===== src/rtl/bitrev_capture_pipe_pkg.sv =====
// Shared types and the capture-time bit transform for the bitrev capture pipeline.
package bitrev_capture_pkg;

  localparam int unsigned W_MIN     = 1;
  localparam int unsigned W_MAX     = 64;
  localparam int unsigned DEPTH_MIN = 1;
  localparam int unsigned DEPTH_MAX = 8;

  typedef enum logic [1:0] {
    MODE_PASS   = 2'b00,
    MODE_REV    = 2'b01,
    MODE_INV    = 2'b10,
    MODE_REVINV = 2'b11
  } mode_e;

  // Operates on a W_MAX-wide container; only the low w bits are meaningful.
  function automatic logic [W_MAX-1:0] xform(input logic [W_MAX-1:0] a,
                                             input int unsigned      w,
                                             input mode_e            mode);
    logic [W_MAX-1:0] rev;
    rev = {<<{a}};
    rev = rev >> (W_MAX - w);
    unique case (mode)
      MODE_PASS:   xform = a;
      MODE_REV:    xform = rev;
      MODE_INV:    xform = ~a;
      MODE_REVINV: xform = ~rev;
      default:     xform = a;
    endcase
  endfunction

endpackage


===== src/rtl/bitrev_capture_pipe_stage.sv =====
// One valid/data register of the capture pipeline with load and drain control.
module bitrev_pipe_stage #(
  parameter int unsigned W = 4
) (
  input  logic         i_clk,
  input  logic         i_rst_n,
  input  logic         i_load,
  input  logic [W-1:0] i_d,
  input  logic         i_rdy,
  output logic         o_vld,
  output logic [W-1:0] o_d
);

  logic         v_q, v_d;
  logic [W-1:0] d_q, d_d;

  always_comb begin
    v_d = v_q;
    d_d = d_q;
    if (i_load) begin
      v_d = 1'b1;
      d_d = i_d;
    end else if (v_q && i_rdy) begin
      v_d = 1'b0;
    end
  end

  always_ff @(posedge i_clk or negedge i_rst_n) begin
    if (!i_rst_n) begin
      v_q <= 1'b0;
      d_q <= '0;
    end else begin
      v_q <= v_d;
      d_q <= d_d;
    end
  end

  assign o_vld = v_q;
  assign o_d   = d_q;

endmodule


===== src/rtl/bitrev_capture_pipe.sv =====
// Strobed capture with selectable bit transform feeding a DEPTH-stage
// valid/ready pipeline, plus delivered/dropped sample counters.
module bitrev_capture_pipe
  import bitrev_capture_pkg::*;
#(
  parameter int unsigned W     = 4,
  parameter int unsigned DEPTH = 2,
  parameter int unsigned CNT_W = 8
) (
  input  logic             i_clk,
  input  logic             i_rst_n,
  input  logic             i_en,
  input  logic [W-1:0]     i_a,
  input  logic [1:0]       i_mode,
  input  logic             i_rdy,
  output logic             o_vld,
  output logic [W-1:0]     o_a,
  output logic             o_drop,
  output logic [CNT_W-1:0] o_cnt,
  output logic [CNT_W-1:0] o_drop_cnt
);

  logic [DEPTH-1:0] v;
  logic [DEPTH-1:0] rdy;
  logic [DEPTH-1:0] load;
  logic [W-1:0]     d   [DEPTH];
  logic [W-1:0]     din [DEPTH];

  logic [W_MAX-1:0] a_ext;
  logic [W_MAX-1:0] xf;
  logic [W-1:0]     cap_d;
  logic             acc0;

  logic             drop_q, drop_d;
  logic [CNT_W-1:0] cnt_q, cnt_d;
  logic [CNT_W-1:0] drop_cnt_q, drop_cnt_d;

  always_comb begin
    a_ext          = '0;
    a_ext[W-1:0]   = i_a;
    xf             = xform(a_ext, W, mode_e'(i_mode));
    cap_d          = xf[W-1:0];
  end

  assign acc0 = i_en & (~v[0] | rdy[0]);

  for (genvar s = 0; s < DEPTH; s++) begin : g_stage
    // Unrolled ready chain: a stage may advance if the output is ready or
    // any later stage is empty, which equals the recursive !v[s+1] | rdy[s+1].
    if (s == DEPTH - 1) begin : g_last
      assign rdy[s] = i_rdy;
    end else begin : g_mid
      assign rdy[s] = i_rdy | ~(&v[DEPTH-1:s+1]);
    end

    if (s == 0) begin : g_head
      assign load[s] = acc0;
      assign din[s]  = cap_d;
    end else begin : g_body
      assign load[s] = v[s-1] & rdy[s-1];
      assign din[s]  = d[s-1];
    end

    bitrev_pipe_stage #(
      .W (W)
    ) u_stage (
      .i_clk   (i_clk),
      .i_rst_n (i_rst_n),
      .i_load  (load[s]),
      .i_d     (din[s]),
      .i_rdy   (rdy[s]),
      .o_vld   (v[s]),
      .o_d     (d[s])
    );
  end

  always_comb begin
    drop_d     = i_en & ~acc0;
    cnt_d      = cnt_q + CNT_W'(v[DEPTH-1] & i_rdy);
    drop_cnt_d = drop_cnt_q + CNT_W'(drop_d);
  end

  always_ff @(posedge i_clk or negedge i_rst_n) begin
    if (!i_rst_n) begin
      drop_q     <= 1'b0;
      cnt_q      <= '0;
      drop_cnt_q <= '0;
    end else begin
      drop_q     <= drop_d;
      cnt_q      <= cnt_d;
      drop_cnt_q <= drop_cnt_d;
    end
  end

  assign o_vld      = v[DEPTH-1];
  assign o_a        = d[DEPTH-1];
  assign o_drop     = drop_q;
  assign o_cnt      = cnt_q;
  assign o_drop_cnt = drop_cnt_q;

endmodule


===== config.mk =====
export PLATFORM = sky130hd
export DESIGN_NAME = bitrev_capture_pipe
export DESIGN_NICKNAME = d
export VERILOG_FILES = /design/src/rtl/bitrev_capture_pipe_pkg.sv /design/src/rtl/bitrev_capture_pipe_stage.sv /design/src/rtl/bitrev_capture_pipe.sv
export SDC_FILE = /design/constraint.sdc
export NUM_CORES = 1
export LEC_CHECK = 0
export ABC_AREA = 0
export CAP_MARGIN = 20
export CORE_MARGIN = 5
export CORE_UTILIZATION = 50
export DETAILED_ROUTE_END_ITERATION = 12
export GPL_TIMING_DRIVEN = 0
export MAX_ROUTING_LAYER = met4
export PLACE_DENSITY = 0.83
export RECOVER_POWER = 25
export SETUP_SLACK_MARGIN = 0.3
export SYNTH_ARGS = -nofsm -noshare
export SYNTH_HDL_FRONTEND = slang
export SYNTH_SLANG_ARGS = --single-unit

===== constraint.sdc =====
create_clock -name i_clk -period 3.9 [get_ports i_clk]
set_input_delay 0.975 -clock i_clk [delete_from_list [all_inputs] [get_ports i_clk]]
set_output_delay 0.975 -clock i_clk [all_outputs]
set_load 0.02 [all_outputs]

==> results of run 1 <==
-- power breakdown --
| part | switching, mW | total, mW | internal, mW |
|---|---|---|---|
| clock | 0.0748 | 0.115 | 0.0399 |
| combinational | 0.164 | 0.356 | 0.192 |
| sequential | 0.0681 | 0.427 | 0.359 |
| total | 0.307 | 0.898 | 0.591 |
-- worst register-to-register path: cells and delay by family (launching register included) --
family                     cells  cell delay [ns]
and+or+nand+nor                4             0.59
DFF                            1             0.40
adders and majority gates      2             0.39
xor gates and xnor gates       1             0.13
-- layer usage --
layer | wire [um] | vias up | GRT usage
li1 | - | 352 | -
met1 | 768 | 359 | 0.149
met2 | 1010 | 19 | 0.265
met3 | 129 | 2 | 0.0334
met4 | 13 | 0 | 0.0298
met5 | 0 | - | -
-- cells by family after synthesis --
family	after synthesis
XOR/XNOR	16
adder cells (fa/ha/maj)	4
buffers and inverters	7
flip-flops	27
multiplexers	12
AND/OR/NAND/NOR	20
-- state kept, by name (all words and copies together) (netlist names) --
signal	cells
g_stage.u_stage.o_d	8
o_cnt	8
o_drop_cnt	8
g_stage.u_stage.o_vld	2
o_drop	1
-- placed cells by master, fill, tap and decap left out, types with 3 or more instances in the layout --
cell type,netlist,final
buf_4,4,4
clkdlybuf4s50_1,0,28
mux2_1,4,4
nand3_1,4,4
nand2_1,5,5
mux2_2,4,4
mux2i_1,4,4
clkbuf_4,0,3
dfrtp_1,27,27
xnor2_1,12,12
xor2_1,4,4
ha_1,4,4
-- synthesized netlist by cell type --
cell	count	area, um2
nand2b_1	2	12.5
nand4_1	2	12.5
nand3_1	4	20.0
dfrtp_1	27	676
inv_1	1	3.75
mux2i_1	4	40.0
buf_4	4	30.0
mux2_2	4	45.0
nand3b_1	1	7.51
nor2_1	1	3.75
ha_1	4	50.1
buf_2	1	5.00
mux2_1	4	45.0
nand2_1	5	18.8
xor2_1	4	35.0
and3_1	2	12.5
buf_6	1	11.3
xnor2_1	12	105
and2_1	1	6.26
and4_1	2	17.5
-- worst max-delay path by stage --
stage / from / to / slack (ns) / cells after the start
5_1_grt: i_rst_n / g_stage[0].u_stage.o_d[0] / 1.28 / 2
6_report: i_rdy / o_drop_cnt[6] / 1.49 / 8
4_1_cts: o_cnt[2] / o_cnt[2] / 1.51 / 1
3_5_place_dp: i_rdy / o_drop_cnt[6] / 1.17 / 8
2_1_floorplan: i_rdy / o_drop_cnt[6] / 1.74 / 7
3_3_place_gp: i_rdy / o_drop_cnt[6] / 1.18 / 8
-- final cells by class --
type | count | area [um2] | area share
buffer | 6 | 46.3 | 0.0306
tap | 28 | 35.0 | 0.0232
sequential | 27 | 676 | 0.447
timing repair buffer | 30 | 294 | 0.194
clock buffer | 4 | 26.3 | 0.0174
inverter | 1 | 3.75 | 0.00248
multi-input combinational | 52 | 432 | 0.285
==> qor.txt, run 1 <==
#FFs+latches synth - 27
# placed instances - 144
Top cell by count, worst path - ha_1
PD cells - 594 nW/um2
Synth warnings - 0
clk_lat worst skew - 0.31 ns
Final Core Density - 0.684
largest family of logic cells by synthesized area - XOR/XNOR gates
minimum clock period - 2.41 ns
mux contribution to synthesized area - 0.112
placed cell areas - 1510 um2
WP data arrival - 2.62 ns
reg2reg path depth - 7
fraction of layout cells with a size suffix above 1 - 0.108
CTS tree - yes
Peak VDD IR - 0.427 mV
post-CTS resize count - 0
Longest Clk Path Bufs - 2
Hold Crit Endpoint - o_cnt[7]
final net count - 135
critical path's largest stage delay - 0.44 ns
max_cap viols - 0
CP max stage cell - clkdlybuf4s50_1
Setup TNS Final - 0 ns
port bufs - 29
Antenna diodes - 0
family with the most delay on the worst path - simple AND/OR/NAND/NOR gates
CP Buf/Inv Count - 1
hold slack final - 0.484 ns
crit path cell chain - clkdlybuf4s50_1 -> nand3b_1 -> nor2_1 -> ha_1 -> ha_1 -> and3_1 -> nand3_1 -> xnor2_1
die area - 3380 um2
H-tree levels - 1
Die Y - 58.1 um
CTS sink count - 27
DP HPWL - 1.56 mm
FF-to-FF Start - g_stage[1].u_stage.o_vld
Slew HR - 0.283
aggregate global routing overflow - 0
WL per Instance - 13.0 um
fin. max-slew vios - 0
Setup WS post-layout - 1.49 ns
unique cell type count in the Yosys netlist - 20
CTS Buf Count - 3
number of global-route vias before repair - 793
initial antenna violation count - 0
Adder-Cell Fraction of Synth Area - 0.0432
Hold Vio Cnt, Final - 0
# setup viols final - 0
Simple-Gate Fraction of Synth Area - 0.0962
Gate Count Post-Synth - 86
Post-Synth XOR/XNOR Area - 0.121
Placer Congestion - 0.737
design area - 1510 um2
Ports - 32
Seq/Total Area, Yosys - 0.584
Post-Place Setup Slack - 1.17 ns
RSZ-0062 raised after global routing - no
Fill cells - 182
Compound-Gate Fraction of Synth Area - 0
Synth Cell Area - 1160 um2
r2r setup slk - 2.28 ns
hold path cells - 1
Mean Syn Cell Area - 13.5 um2
DRC - 0
crit-path max FO - 3
clock slew at reported path FFs - 0.13 ns
vias per cell - 4.95
clock root buffer - clkbuf_4
Pre-antenna DRT Iters - 2
drt initial violations - 1
Hold-fix buffers, CTS - 0
core area - 2210 um2
starting density of the core - 0.523
WS Path Type - in2reg
reg2reg end - o_drop_cnt[6]
Slew @ Worst Pin - 1.08 ns
postcts setup bufs - 0
Crit. End Element - flop
syn_nets - 100
row count - 17
Final Power - 0.898 mW
via count - 732
largest net degree at the start of global routing - 22
outcome - completed
final non-filler cell total - 148
crit start category - input port
hold_sp - o_cnt[7]
Die Wd - 58.1 um
final setup skew - 0.00149 ns
max frequency - 0.415 GHz
first-pass GRT wire length - 3.57 mm
HP Class - reg2reg
WL final - 1.92 mm
area grow syn2layout - 30.7%
antenna-violating nets left - 0
Tcrit/Tclk final - 0.618
critical path required time - 4.11 ns
GR Util All Layers - 0.141
Leak - 0.682 nW
(Power assumes the default switching activity.)
==> run 2: changes to the inputs <==
--- a/config.mk
+++ b/config.mk
@@ -8,11 +8,11 @@
 export ABC_AREA = 0
 export CAP_MARGIN = 20
 export CORE_MARGIN = 5
-export CORE_UTILIZATION = 50
+export CORE_UTILIZATION = 42
 export DETAILED_ROUTE_END_ITERATION = 12
 export GPL_TIMING_DRIVEN = 0
 export MAX_ROUTING_LAYER = met4
-export PLACE_DENSITY = 0.83
+export PLACE_DENSITY = 0.74
 export RECOVER_POWER = 25
 export SETUP_SLACK_MARGIN = 0.3
 export SYNTH_ARGS = -nofsm -noshare
==> constraint.sdc (replaced) <==
create_clock -name i_clk -period 1.94 [get_ports i_clk]
set_input_delay 0.485 -clock i_clk [delete_from_list [all_inputs] [get_ports i_clk]]
set_output_delay 0.485 -clock i_clk [all_outputs]
set_load 0.02 [all_outputs]
==> qor.txt, run 2 (synthesis results as in run 1) <==
HP Class - reg2reg
row count - 19 (+2)
FF-to-FF Start - g_stage[1].u_stage.o_vld
first-pass GRT wire length - 3.59 mm (+0.59%)
minimum clock period - 1.61 ns
Pre-antenna DRT Iters - 3 (+1)
H-tree levels - 1 (unchanged)
CTS Buf Count - 3 (unchanged)
Tcrit/Tclk final - 0.832
CTS tree - yes
RSZ-0062 raised after global routing - yes
DP HPWL - 1.51 mm (-2.6%)
largest net degree at the start of global routing - 18 (-18%)
reg2reg path depth - 7 (unchanged)
final setup skew - 0.0150 ns (+0.0135 ns)
switch share - 0.362 (+0.0196)
reg2reg end - o_drop_cnt[6]
via count - 768 (+4.9%)
hold_sp - o_drop_cnt[7]
crit-path max FO - 3 (unchanged)
part of the power in registers - 0.474 (-0.002)
clk_lat worst skew - 0.32 ns (about the same)
# setup viols final - 0 (unchanged)
port bufs - 29 (unchanged)
Antenna diodes - 0 (unchanged)
max_cap viols - 0 (unchanged)
Final Power - 1.81 mW (+100%)
Psw - 0.653 mW (+110%)
Slew HR - 0.621 (+0.338)
max frequency - 0.620 GHz
Comb power frac - 0.392 (-0.004)
clock root buffer - clkbuf_4
outcome - completed
hold path cells - 1 (unchanged)
Crit. End Element - flop
CTS sink count - 27 (unchanged)
number of global-route vias before repair - 812 (+2.4%)
Reg area - 677 um2 (+0.19%)
vias per cell - 4.83 (-2.3%)
Slew @ Worst Pin - 0.566 ns (-0.509 ns)
Hold Vio Cnt, Final - 0 (unchanged)
final net count - 143 (+5.9%)
Die Y - 62.5 um (+7.5%)
starting density of the core - 0.431 (-0.0924)
P_int - 1.15 mW (+95%)
Fill cells - 232 (+27%)
WP data arrival - 1.85 ns (-0.77 ns)
area grow syn2layout - 38.2%
WL final - 2.00 mm (+3.8%)
Ports - 32 (unchanged)
PD cells - 1130 nW/um2 (+90%)
Leak - 0.764 nW (+12%)
DRC - 0 (unchanged)
fraction of layout cells with a size suffix above 1 - 0.258 (+0.149)
Final Core Density - 0.595 (-0.0886)
critical path required time - 2.17 ns (-1.94 ns)
GR Util All Layers - 0.115 (-0.0265)
drt initial violations - 12 (+11)
Placer Congestion - 0.729 (-1.1%)
aggregate global routing overflow - 0 (unchanged)
most frequent cells in the layout - dfrtp_1 (26), xnor2_1 (12), dlygate4sd2_1 (12), buf_4 (11), clkdlybuf4s15_1 (7)
Multi-input gate area - 469 um2 (+8.7%)
crit start category - input port
clock power share - 0.134 (+0.006)
Longest Clk Path Bufs - 2 (unchanged)
leading cell type in the layout, fill and taps excluded - dfrtp_1
die area - 3910 um2 (+16%)
core area - 2690 um2 (+21%)
clock slew at reported path FFs - 0.15 ns (+0.02 ns)
Die Wd - 62.5 um (+7.5%)
Hold Crit Endpoint - o_drop_cnt[7]
r2r setup slk - 0.39 ns (-1.89 ns)
initial antenna violation count - 0 (unchanged)
Peak VDD IR - 0.667 mV (+56%)
WS Path Type - in2reg
Hold-fix buffers, CTS - 0 (unchanged)
WL per Instance - 12.6 um (-3.3%)
antenna-violating nets left - 0 (unchanged)
fin. max-slew vios - 0 (unchanged)
run 2: worst max-delay path: stages:
cell and delay [ns]:
dlygate4sd2_1 0.26, nand3b_1 0.20, nor2_2 0.20, ha_4 0.18, ha_4 0.13, and3_4 0.19
nand3_2 0.08, xnor2_1 0.13
run 2: final cells by class:
cell class                 instances  share of cell area
buffer                             6              0.0290
sequential                        27               0.423
tap                               31              0.0243
timing repair buffer              38               0.209
clock inverter                     1             0.00469
clock buffer                       3              0.0141
inverter                           1             0.00235
multi-input combinational         52               0.293
run 2: per-stage QoR:
stage          worst slack, ns  instance area [um2]  hold slack (ns)  setup TNS (ns)  std cells
2_1_floorplan            0.277                 1180            0.189               0         86
3_3_place_gp            -0.264                 1510            0.461          -0.917        146
3_5_place_dp            -0.318                 1540            0.464           -1.19        147
4_1_cts                  0.296                 1570            0.481               0        154
5_1_grt                  0.270                 1600            0.514               0        159
6_report                 0.327                 1600            0.476               0        159
run 2: worst max path at each step:
| stage | start | end | slack, ns |
|---|---|---|---|
| after detailed placement | i_rdy | o_drop_cnt[6] | -0.32 |
| after CTS | o_drop_cnt[4] | o_drop_cnt[4] | 0.30 |
| after global routing | o_drop_cnt[4] | o_drop_cnt[4] | 0.27 |
| after global placement | i_rdy | o_drop_cnt[6] | -0.26 |
| after floorplan | i_rdy | o_drop_cnt[6] | 0.28 |
| final | i_rdy | o_drop_cnt[6] | 0.33 |
run 2: metal layers:
metal	GRT usage	wire, um	up-vias
met5	-	0	-
met4	0.0477	18	0
met2	0.183	983	21
met1	0.133	861	373
li1	-	-	372
met3	0.0378	135	2
run 2: what timing repair did:
item	CTS	global route
gates resized for setup	30	15
buffers inserted	3	5
pin swaps	3	4
setup endpoints to repair	27	17
run 2: power groups by stage:
stage | Combinational (mW) | Clock [mW] | Sequential [mW]
after global routing | 0.766 | 0.282 | 0.888
after global placement | 0.707 | 0 | 0.874
final | 0.708 | 0.241 | 0.857
after CTS | 0.645 | 0.253 | 0.864
after floorplan | 0.243 | 0 | 0.996
after detailed placement | 0.729 | 0 | 0.882
